### config.mk
export PLATFORM = sky130hd
export DESIGN_NAME = aes_round_ctrl_flat
export DESIGN_NICKNAME = d
export VERILOG_FILES = /design/src/rtl/aes_round_ctrl_if.sv /design/src/rtl/aes_round_ctrl.sv /design/src/flat_wrapper.sv
export SDC_FILE = /design/constraint.sdc
export NUM_CORES = 1
export LEC_CHECK = 0
export BUFFER_PORTS_ARGS = -buffer_cell sky130_fd_sc_hd__buf_4
export CAP_MARGIN = 20
export CORE_MARGIN = 2
export CORE_UTILIZATION = 32
export CTS_BUF_LIST = sky130_fd_sc_hd__clkbuf_4 sky130_fd_sc_hd__clkbuf_8
export DETAILED_ROUTE_END_ITERATION = 8
export PLACE_DENSITY = 0.57
export RECOVER_POWER = 100
export SETUP_SLACK_MARGIN = 0.02
export SLEW_MARGIN = 20
export SYNTH_ARGS = -nofsm -noshare
export SYNTH_HDL_FRONTEND = slang
export SYNTH_SLANG_ARGS = --single-unit
export TNS_END_PERCENT = 1
### constraint.sdc
create_clock -name clk -period 1.9 [get_ports clk]
set_input_delay 0 -clock clk [delete_from_list [all_inputs] [get_ports clk]]
set_output_delay 0 -clock clk [all_outputs]
set_load 0.01 [all_outputs]
### src/rtl/aes_round_ctrl_if.sv
// Request/status bundle between the AES round sequencer and whoever drives it.
interface aes_round_ctrl_if #(
    parameter int unsigned CNT_W = 5
);
    logic             start;
    logic             enc_dec;
    logic [1:0]       mode;
    logic             abort;
    logic             ready;
    logic             busy;
    logic             op_dec;
    logic [3:0]       round;
    logic [CNT_W-1:0] sub_cnt;
    logic             key_gen;
    logic [3:0]       key_sched_round;
    logic             round_start;
    logic             round_complete;
    logic             done;
    logic             err;

    modport master (
        output start, enc_dec, mode, abort,
        input  ready, busy, op_dec, round, sub_cnt, key_gen, key_sched_round,
               round_start, round_complete, done, err
    );

    modport slave (
        input  start, enc_dec, mode, abort,
        output ready, busy, op_dec, round, sub_cnt, key_gen, key_sched_round,
               round_start, round_complete, done, err
    );
endinterface

### src/rtl/aes_round_ctrl.sv
// AES-128/192/256 round sequencer: optional reverse key schedule, then
// rounds 0..Nr split into sub-cycles, with accept/busy, abort and mode checks.
module aes_round_ctrl #(
    parameter int unsigned SUB_ENC  = 16,
    parameter int unsigned SUB_DEC  = 20,
    parameter int unsigned SUB_INIT = 16,
    parameter int unsigned CNT_W    = 5
) (
    input  logic              clk,
    input  logic              reset,
    aes_round_ctrl_if.slave   bus
);
    localparam int unsigned RND_W = 4;
    localparam logic [CNT_W-1:0] ENC_LAST  = CNT_W'(SUB_ENC - 1);
    localparam logic [CNT_W-1:0] DEC_LAST  = CNT_W'(SUB_DEC - 1);
    localparam logic [CNT_W-1:0] INIT_LAST = CNT_W'(SUB_INIT - 1);

    typedef enum logic [2:0] {
        ST_IDLE,
        ST_KEYGEN,
        ST_INIT,
        ST_ROUND,
        ST_DONE
    } state_t;

    state_t             state_q, state_d;
    logic [RND_W-1:0]   round_q, round_d;
    logic [CNT_W-1:0]   sub_q, sub_d;
    logic [RND_W-1:0]   ksr_q, ksr_d;
    logic [1:0]         mode_q, mode_d;
    logic               op_dec_q, op_dec_d;
    logic               key_gen_q, key_gen_d;
    logic               done_q, done_d;
    logic               err_q, err_d;
    logic               ready_q, ready_d;
    logic               busy_q, busy_d;

    logic [RND_W-1:0]   nr_c;
    logic [CNT_W-1:0]   sub_last_c;
    logic [CNT_W-1:0]   cur_last_c;
    logic               in_round_c;

    // Round count and per-round sub-cycle limit from the latched operation
    always_comb begin
        case (mode_q)
            2'b01:   nr_c = RND_W'(12);
            2'b10:   nr_c = RND_W'(14);
            default: nr_c = RND_W'(10);
        endcase
        sub_last_c = op_dec_q ? DEC_LAST : ENC_LAST;
        cur_last_c = (state_q == ST_INIT) ? INIT_LAST : sub_last_c;
        in_round_c = (state_q == ST_INIT) || (state_q == ST_ROUND);
    end

    // State and registered outputs
    always_ff @(posedge clk) begin
        if (reset) begin
            state_q   <= ST_IDLE;
            round_q   <= '0;
            sub_q     <= '0;
            ksr_q     <= '0;
            mode_q    <= '0;
            op_dec_q  <= 1'b0;
            key_gen_q <= 1'b0;
            done_q    <= 1'b0;
            err_q     <= 1'b0;
            ready_q   <= 1'b1;
            busy_q    <= 1'b0;
        end else begin
            state_q   <= state_d;
            round_q   <= round_d;
            sub_q     <= sub_d;
            ksr_q     <= ksr_d;
            mode_q    <= mode_d;
            op_dec_q  <= op_dec_d;
            key_gen_q <= key_gen_d;
            done_q    <= done_d;
            err_q     <= err_d;
            ready_q   <= ready_d;
            busy_q    <= busy_d;
        end
    end

    // Next-state sequencing; abort returns to IDLE from any active phase
    always_comb begin
        state_d   = state_q;
        round_d   = round_q;
        sub_d     = sub_q;
        ksr_d     = ksr_q;
        mode_d    = mode_q;
        op_dec_d  = op_dec_q;
        key_gen_d = 1'b0;
        done_d    = 1'b0;
        err_d     = 1'b0;

        case (state_q)
            ST_IDLE: begin
                if (bus.start && !bus.abort) begin
                    if (bus.mode == 2'b11) begin
                        err_d = 1'b1;
                    end else begin
                        mode_d   = bus.mode;
                        op_dec_d = bus.enc_dec;
                        sub_d    = '0;
                        if (bus.enc_dec) begin
                            state_d   = ST_KEYGEN;
                            round_d   = '0;
                            ksr_d     = '0;
                            key_gen_d = 1'b1;
                        end else begin
                            state_d = ST_ROUND;
                            round_d = RND_W'(1);
                        end
                    end
                end
            end
            ST_KEYGEN: begin
                if (bus.abort) begin
                    state_d = ST_IDLE;
                    sub_d   = '0;
                end else if (ksr_q == nr_c) begin
                    state_d = ST_INIT;
                    round_d = '0;
                    sub_d   = '0;
                end else begin
                    ksr_d     = ksr_q + RND_W'(1);
                    key_gen_d = 1'b1;
                end
            end
            ST_INIT: begin
                if (bus.abort) begin
                    state_d = ST_IDLE;
                    sub_d   = '0;
                end else if (sub_q == cur_last_c) begin
                    state_d = ST_ROUND;
                    round_d = RND_W'(1);
                    sub_d   = '0;
                end else begin
                    sub_d = sub_q + CNT_W'(1);
                end
            end
            ST_ROUND: begin
                if (bus.abort) begin
                    state_d = ST_IDLE;
                    sub_d   = '0;
                end else if (sub_q == cur_last_c) begin
                    sub_d = '0;
                    if (round_q == nr_c) begin
                        state_d = ST_DONE;
                        done_d  = 1'b1;
                    end else begin
                        round_d = round_q + RND_W'(1);
                    end
                end else begin
                    sub_d = sub_q + CNT_W'(1);
                end
            end
            ST_DONE: begin
                state_d = ST_IDLE;
            end
            default: begin
                state_d = ST_IDLE;
                sub_d   = '0;
            end
        endcase

        ready_d = (state_d == ST_IDLE);
        busy_d  = !ready_d;
    end

    assign bus.ready           = ready_q;
    assign bus.busy            = busy_q;
    assign bus.op_dec          = op_dec_q;
    assign bus.round           = round_q;
    assign bus.sub_cnt         = sub_q;
    assign bus.key_gen         = key_gen_q;
    assign bus.key_sched_round = ksr_q;
    assign bus.done            = done_q;
    assign bus.err             = err_q;
    assign bus.round_start     = in_round_c && (sub_q == '0);
    assign bus.round_complete  = in_round_c && (sub_q == cur_last_c);
endmodule

### src/flat_wrapper.sv
// flat-port wrapper written by rule: the top's interface ports become plain ports
module aes_round_ctrl_flat 
#(
    parameter int unsigned SUB_ENC  = 16,
    parameter int unsigned SUB_DEC  = 20,
    parameter int unsigned SUB_INIT = 16,
    parameter int unsigned CNT_W    = 5
)
  (clk, reset, bus_start, bus_enc_dec, bus_mode, bus_abort, bus_ready, bus_busy, bus_op_dec, bus_round, bus_sub_cnt, bus_key_gen, bus_key_sched_round, bus_round_start, bus_round_complete, bus_done, bus_err);
  aes_round_ctrl_if #(.CNT_W(CNT_W)) bus_i ();
  input  logic clk;
  input  logic reset;
  input wire logic [$bits(bus_i.start)-1:0] bus_start;
  input wire logic [$bits(bus_i.enc_dec)-1:0] bus_enc_dec;
  input wire logic [$bits(bus_i.mode)-1:0] bus_mode;
  input wire logic [$bits(bus_i.abort)-1:0] bus_abort;
  output wire logic [$bits(bus_i.ready)-1:0] bus_ready;
  output wire logic [$bits(bus_i.busy)-1:0] bus_busy;
  output wire logic [$bits(bus_i.op_dec)-1:0] bus_op_dec;
  output wire logic [$bits(bus_i.round)-1:0] bus_round;
  output wire logic [$bits(bus_i.sub_cnt)-1:0] bus_sub_cnt;
  output wire logic [$bits(bus_i.key_gen)-1:0] bus_key_gen;
  output wire logic [$bits(bus_i.key_sched_round)-1:0] bus_key_sched_round;
  output wire logic [$bits(bus_i.round_start)-1:0] bus_round_start;
  output wire logic [$bits(bus_i.round_complete)-1:0] bus_round_complete;
  output wire logic [$bits(bus_i.done)-1:0] bus_done;
  output wire logic [$bits(bus_i.err)-1:0] bus_err;
  assign bus_i.start = bus_start;
  assign bus_i.enc_dec = bus_enc_dec;
  assign bus_i.mode = bus_mode;
  assign bus_i.abort = bus_abort;
  assign bus_ready = bus_i.ready;
  assign bus_busy = bus_i.busy;
  assign bus_op_dec = bus_i.op_dec;
  assign bus_round = bus_i.round;
  assign bus_sub_cnt = bus_i.sub_cnt;
  assign bus_key_gen = bus_i.key_gen;
  assign bus_key_sched_round = bus_i.key_sched_round;
  assign bus_round_start = bus_i.round_start;
  assign bus_round_complete = bus_i.round_complete;
  assign bus_done = bus_i.done;
  assign bus_err = bus_i.err;
  aes_round_ctrl #(.SUB_ENC(SUB_ENC), .SUB_DEC(SUB_DEC), .SUB_INIT(SUB_INIT), .CNT_W(CNT_W)) u_core (.clk(clk), .reset(reset), .bus(bus_i));
endmodule
==> impl_summary.txt, run 1 <==
----------------------------------------------------
[Status]
  Run status ... finished clean

[Power and ir drop]
  Standby leakage power ... about 0.65 nW
  VDD IR max ... ~0.3 mV
  Total power divided by cell area ... roughly 600 nW/um2

[Critical path]
  Data required time of the worst path ... roughly 2100 ps
  Worst reg2reg setup slack ... ~110 ps
  Endpoint type of the worst setup path ... flip-flop
  Largest stage delay on the critical path ... ~400 ps
  Critical setup path kind ... flip-flop to flip-flop
  Endpoint of the worst register-to-register path ... u_core.bus.round[2]
  Data arrival at the endpoint of the critical path ... around 2000 ps
  R2r startpoint ... u_core.state_q[2]
  Cell breakdown of the critical path ... or3b_4 -> a211oi_4 -> o2111ai_2 -> o41a_1 -> o21ai_2
  Length in cells of the worst reg-to-reg path ... 5
  Startpoint class of the critical path ... flip-flop
  Maximum fanout along the worst path ... 4
  Library cell contributing the largest single delay on the critical path ... or3b_4

[Detailed routing]
  Vias per cell ... 5.020
  Detailed Routing Iterations Pass 1 ... 4
  Detail Route Antenna Nets ... 0
  Via count ... between 1000 and 1500
  Number of DRC violations after detailed routing ... 0
  DR iter-0 viols ... 35
  Final Routed Wirelength ... ~3.2 mm
  Mean routed wirelength per cell ... 12.92 um

[Place]
  Final weighted congestion in routability-driven placement ... about 0.83
  Count of input and output buffers ... 27
  HPWL reported at the end of detailed placement ... 2.502 mm

[STA]
  Slew @ Worst Pin ... between 300 and 400 ps
  Fin Clk Skew ... 8.466 ps
  Worst slew margin relative to its limit ... 0.7553
  Hold_ws ... between 40 and 50 ps
  Final Critical Period ... about 1800 ps
  Post-route fraction of the period consumed by the critical path ... 0.9447
  Final number of setup-violating endpoints ... 0
  Number of endpoints with negative hold slack in the final report ... 0
  Number of pins exceeding their max-slew limit in the final report ... 0
  Unrepaired setup endpoints after global routing ... yes
  Fmax ... between 0.5 and 0.6 GHz
  Setup TNS ... 0 ps

[Global routing]
  Initial antenna violation count ... 0
  Vias in the first global route ... roughly 1200
  Pin count of the biggest net entering global routing ... 14
  Gr usage total ... 0.1539
  Wire length of the first global-routing pass ... between 5 and 6 mm
  GRT overflow ... 0

[Synthesis]
  Synthesized flop and latch total ... 24
  Syn Std Cell Area ... ~1300 um2
  Average footprint of a synthesized cell ... between 8 and 9 um2
  Unique masters post-synth ... 46
  Number of warnings issued by yosys ... 0
  Net count after synthesis ... between 150 and 200
  Seq/Total Area, Yosys ... 0.3682
  Cell count after synthesis ... 156

[Floorplanning]
  Core Region ... about 4000 um2
  Number of rows created at floorplan ... 23
  Die Area ... between 4000 and 5000 um2
  Die boundary height ... roughly 68 um
  Die span in x ... between 60 and 70 um
  Initial standard-cell utilization of the core ... 0.3286
  Top-Level Pins ... 28

[Finish]
  Number of nets in the layout ... 211
  Antenna cells ... 0
  Signed area change from the synthesized netlist to the final layout ... 30.11%
  Highest-count cells in the layout ignoring fill and taps ... dfxtp_1 (24), clkbuf_1 (22), nand2_1 (17)
  Fraction of layout instances using a drive strength above 1 ... 0.1667
  Most common cell after layout, fill and taps aside ... dfxtp_1
  Fillers ... roughly 420

[CTS]
  Bufs on Longest Clock Path ... 2
  Number of buffers added by the clock tree synthesis step ... 3
  Clock latency reported for the late side of the worst-skew pair ... between 200 and 300 ps
  CTS tree ... built
  Cell chosen for the clock root ... clkbuf_8
  Clk pin slew, worst setup/hold paths ... approximately 90 ps
  # clock sinks ... 24
  H-tree depth ... 1

[Worst hold path]
  Startpoint of the most critical hold path ... bus_abort
  Endpoint of the worst hold-timing path ... u_core.state_q[1]
  Worst Hold Class ... primary input to flip-flop
  Depth of the worst hold-timing path ... 4

[Run]
  Total of max-cap violations ... 0

----------------------------------------------------
## state kept, by name (all words and copies together), names as in the netlist
signal / flops
u_core.bus.busy: 1
u_core.bus.err: 1
u_core.bus.done: 1
u_core.bus.op_dec: 1
u_core.bus.key_gen: 1
u_core.bus.key_sched_round: 4
u_core.bus.ready: 1
u_core.bus.sub_cnt: 5
u_core.mode_q: 2
u_core.bus.round: 4
u_core.state_q: 3
## power breakdown
group / switching (W) / internal, W / leakage [nW]
Sequential: 0.0000114 / 0.000516 / 0.195
Clock: 0.000159 / 0.000185 / 0.0288
Combinational: 0.0000828 / 0.0000682 / 0.429
Total: 0.000253 / 0.000769 / 0.652
## layer usage
| layer | track usage | part of all wire |
|---|---|---|
| met5 | 0 | 0 |
| met4 | 0.07500 | 0.017 |
| met3 | 0.02632 | 0.043 |
| met2 | 0.2610 | 0.48 |
| met1 | 0.1883 | 0.46 |
## synthesized netlist by cell type (all sizes together)
library cell	count	area, um2
or3	1	6.260
a22oi	1	7.510
a31o	1	8.760
xnor2	3	26.28
o211ai	1	7.510
nand3	11	55.05
o2bb2ai	1	8.760
o31ai	1	7.510
inv	9	33.78
and4b	1	10.01
nor2b	3	18.77
or2	1	6.260
nand3b	1	7.510
o2111ai	1	15.01
nor3b	2	15.01
o41a	1	11.26
mux2i	6	60.06
o21bai	1	7.510
a311oi	1	8.760
nand2b	2	12.51
dfxtp	24	480.5
o21ai	6	33.78
nand2	17	63.81
nor4	1	6.260
and2	1	6.260
xor2	4	35.03
nor4bb	1	10.01
a31oi	2	12.51
and3	1	6.260
nor2	17	63.81
a21boi	1	7.510
clkbuf	4	15.01
a21o	2	15.01
or3b	1	11.26
a21oi	10	53.80
nand4	1	6.260
nand4b	1	8.760
ha	5	62.56
a211oi	3	35.03
o31a	1	8.760
nor3	3	20.02
a211o	1	8.760
## cell type report
class	instances	area, um2	share of cell area
clock buffer	4	55.05	0.03242
inverter	9	33.78	0.01990
multi-input combinational	119	820.8	0.4834
sequential	24	480.5	0.2830
tap	50	62.56	0.03685
timing repair buffer	42	245.2	0.1444
## critical path: cells and delay by family (launching register included)
kind | cells | cell delay [ps]
AOI/OAI and AO/OA | 4 | 990
and+or+nand+nor | 1 | 400
DFF | 1 | 330
## cells by family after synthesis
group | count (synthesis) | synth area share
AO/OA/AOI/OAI | 35 | 0.1975
buffers and inverters | 13 | 0.03739
adder cells (fa/ha/maj) | 5 | 0.04794
AND/OR/NAND/NOR | 66 | 0.2560
XOR/XNOR | 7 | 0.04698
multiplexers | 6 | 0.04602
flip-flops | 24 | 0.3682
## stage by stage
| step | utilization | setup slack, ps | cells | total power [W] | instance area (um2) |
|---|---|---|---|---|---|
| after floorplan | - | 152.9 | 156 | 0.0006268 | 1305 |
| after global routing | 0.4275 | 4.719 | 248 | 0.001085 | 1698 |
| final | 0.4275 | 105.0 | 248 | 0.001023 | 1698 |
| after detailed placement | 0.4086 | 31.62 | 238 | 0.0006863 | 1623 |
| after CTS | 0.4329 | 27.83 | 246 | 0.001038 | 1719 |
| after global placement | 0.4086 | 74.46 | 238 | 0.0006843 | 1623 |
## repair_timing
action	4_1_cts	5_1_grt
pin swaps	0	2
hold endpoints to repair	9	1
setup endpoints to repair	2	10
hold buffers	4	1
resized for setup	1	8
buffers inserted	0	1
## worst max-delay path by stage
stage,from,endpoint,slack [ps],cells past startpoint
6_report,u_core.state_q[2],u_core.bus.round[2],110,5
5_1_grt,u_core.state_q[0],u_core.bus.round[2],5,5
4_1_cts,u_core.mode_q[1],u_core.bus.round[1],30,7
3_5_place_dp,u_core.bus.sub_cnt[1],u_core.bus.round[1],30,6
3_3_place_gp,u_core.bus.sub_cnt[0],u_core.bus.round[2],70,6
2_1_floorplan,u_core.bus.sub_cnt[1],u_core.bus.round[2],150,6
Note: power is estimated with default switching activity, not from simulation.
==> run 2: changes to the inputs <==
- ABC_AREA: default -> 0
- RECOVER_POWER: 100 -> default
==> impl_summary.txt, run 2 (same netlist as run 1, synthesis figures left out) <==
----------------------------------------------------
[Status]
  Run status ... finished clean

[Power and ir drop]
  Total power divided by cell area ... slightly below 600 nW/um2
  Sequential fraction of design power ... 0.510
  Clock network fraction of design power ... 0.332
  Internal Pwr Total ... a little under 0.0008 W
  Overall power consumption ... 0.001035 W
  Combinational share of power ... 0.158
  VDD IR max ... 0.2944 mV
  Switching Power ... approximately 0.00025 W
  Standby leakage power ... 0.7447 nW
  Proportion of total power due to net switching ... 0.2457

[Finish]
  Number of nets in the layout ... 211
  Antenna cells ... 0
  Most common cell after layout, fill and taps aside ... buf_4
  Signed area change from the synthesized netlist to the final layout ... 37.01%
  Number of flip-flops in the largest register ... 5
  Highest-count cells in the layout ignoring fill and taps ... buf_4 (37), dfxtp_1 (24), nand2_1 (17)
  Final standard cell count with taps included and fillers excluded ... roughly 250
  Fraction of layout instances using a drive strength above 1 ... 0.2778

[Global routing]
  GRT overflow ... 0
  Vias in the first global route ... roughly 1200
  Gr usage total ... 0.1539
  Initial antenna violation count ... 0
  Pin count of the biggest net entering global routing ... 14
  Wire length of the first global-routing pass ... approximately 5.3 mm

[Critical path]
  Startpoint class of the critical path ... flip-flop
  Data required time of the worst path ... about 2100 ps
  Critical setup path kind ... flip-flop to flip-flop
  Data arrival at the endpoint of the critical path ... 2000 ps
  Worst reg2reg setup slack ... around 100 ps
  Endpoint type of the worst setup path ... flip-flop
  Maximum fanout along the worst path ... 4

[CTS]
  Clk pin slew, worst setup/hold paths ... roughly 80 ps
  Number of buffers added by the clock tree synthesis step ... 3
  H-tree depth ... 1
  Clock latency reported for the late side of the worst-skew pair ... approximately 270 ps
  Bufs on Longest Clock Path ... 2
  # clock sinks ... 24
  CTS tree ... built
  Cell chosen for the clock root ... clkbuf_8

[Place]
  HPWL reported at the end of detailed placement ... ~2.5 mm
  Count of input and output buffers ... 27
  Final weighted congestion in routability-driven placement ... between 0.8 and 0.9
  Total placed cells including tap cells ... about 240

[STA]
  Number of pins exceeding their max-slew limit in the final report ... 0
  Fmax ... 0.5571 GHz
  Final number of setup-violating endpoints ... 0
  Final Critical Period ... between 1500 and 2000 ps
  Setup TNS ... 0 ps
  Slew @ Worst Pin ... between 300 and 400 ps
  Number of endpoints with negative hold slack in the final report ... 0
  Worst slew margin relative to its limit ... 0.7565
  Fin Clk Skew ... 7.965 ps
  Unrepaired setup endpoints after global routing ... yes
  Post-route fraction of the period consumed by the critical path ... 0.9448

[Detailed routing]
  Detail Route Antenna Nets ... 0
  Mean routed wirelength per cell ... around 13 um
  Final Routed Wirelength ... between 3 and 4 mm
  Number of DRC violations after detailed routing ... 0
  Via count ... 1245
  Vias per cell ... ~5
  Detailed Routing Iterations Pass 1 ... 4
  DR iter-0 viols ... 30

[Floorplanning]
  Top-Level Pins ... 28
  Die Area ... 4605 um2
  Die boundary height ... approximately 68 um
  Core Region ... between 3000 and 4000 um2
  Initial standard-cell utilization of the core ... 0.3286
  Die span in x ... roughly 68 um
  Number of rows created at floorplan ... 23

[Run]
  Total of max-cap violations ... 0

[Worst hold path]
  Worst Hold Class ... primary input to flip-flop

----------------------------------------------------
==> run 2: layer usage <==
metal  GRT usage  wire (um)
met3     0.02632        117
met1      0.1883       1491
met2      0.2610       1551
met4     0.07500         53
met5           0          0
==> run 2: final cells by class <==
class	instances	area, um2
fillers	405	2183
repair buffers	42	327.8
well taps	50	62.56
clock buffers	4	55.05
multi-input cells	119	828.3
inverters	9	33.78
flip-flops and latches	24	480.5
==> run 2: stage by stage <==
step           setup WS (ps)  instance area (um2)  hold WS [ps]    util
6_report               104.8                 1788         44.48  0.4502
5_1_grt                4.744                 1788         48.49  0.4502
4_1_cts                27.83                 1719         7.290  0.4329
3_5_place_dp           31.62                 1623         264.8  0.4086
3_3_place_gp           74.46                 1623         261.3  0.4086
2_1_floorplan          152.9                 1305         130.7       -
==> run 2: path summary, 6_finish.rpt <==
check | to | depth (start not counted) | startpoint
worst min-delay path | u_core.state_q[1] | 4 | bus_abort
worst max-delay path | u_core.bus.round[2] | 5 | u_core.state_q[2]
worst max register to register | u_core.bus.round[2] | 5 | u_core.state_q[2]
worst min register to register | u_core.mode_q[1] | 2 | u_core.mode_q[1]
==> run 2: critical path, cell delays in order, from the launching register on <==
cell       delay [ps]
dfxtp_1           330
or3b_4            400
a211oi_4          340
o2111ai_2         230
o41a_1            360
o21ai_2            60
==> run 2: power by group through the flow <==
stage          Clock, W  Sequential (W)  Combinational (W)
2_1_floorplan         0        0.000542          0.0000852
4_1_cts        0.000358        0.000527           0.000153
5_1_grt        0.000386        0.000530           0.000181
3_3_place_gp          0        0.000538           0.000146
6_report       0.000344        0.000528           0.000163
3_5_place_dp          0        0.000539           0.000147
==> run 2: what timing repair did <==
| action | CTS | global route |
|---|---|---|
| hold buffers | 4 | 1 |
| endpoints found under the setup margin | 2 | 10 |
| gates resized for setup | 1 | 8 |
| buffers inserted | 0 | 1 |
| pin swaps | 0 | 2 |
| endpoints found under the hold margin | 9 | 1 |
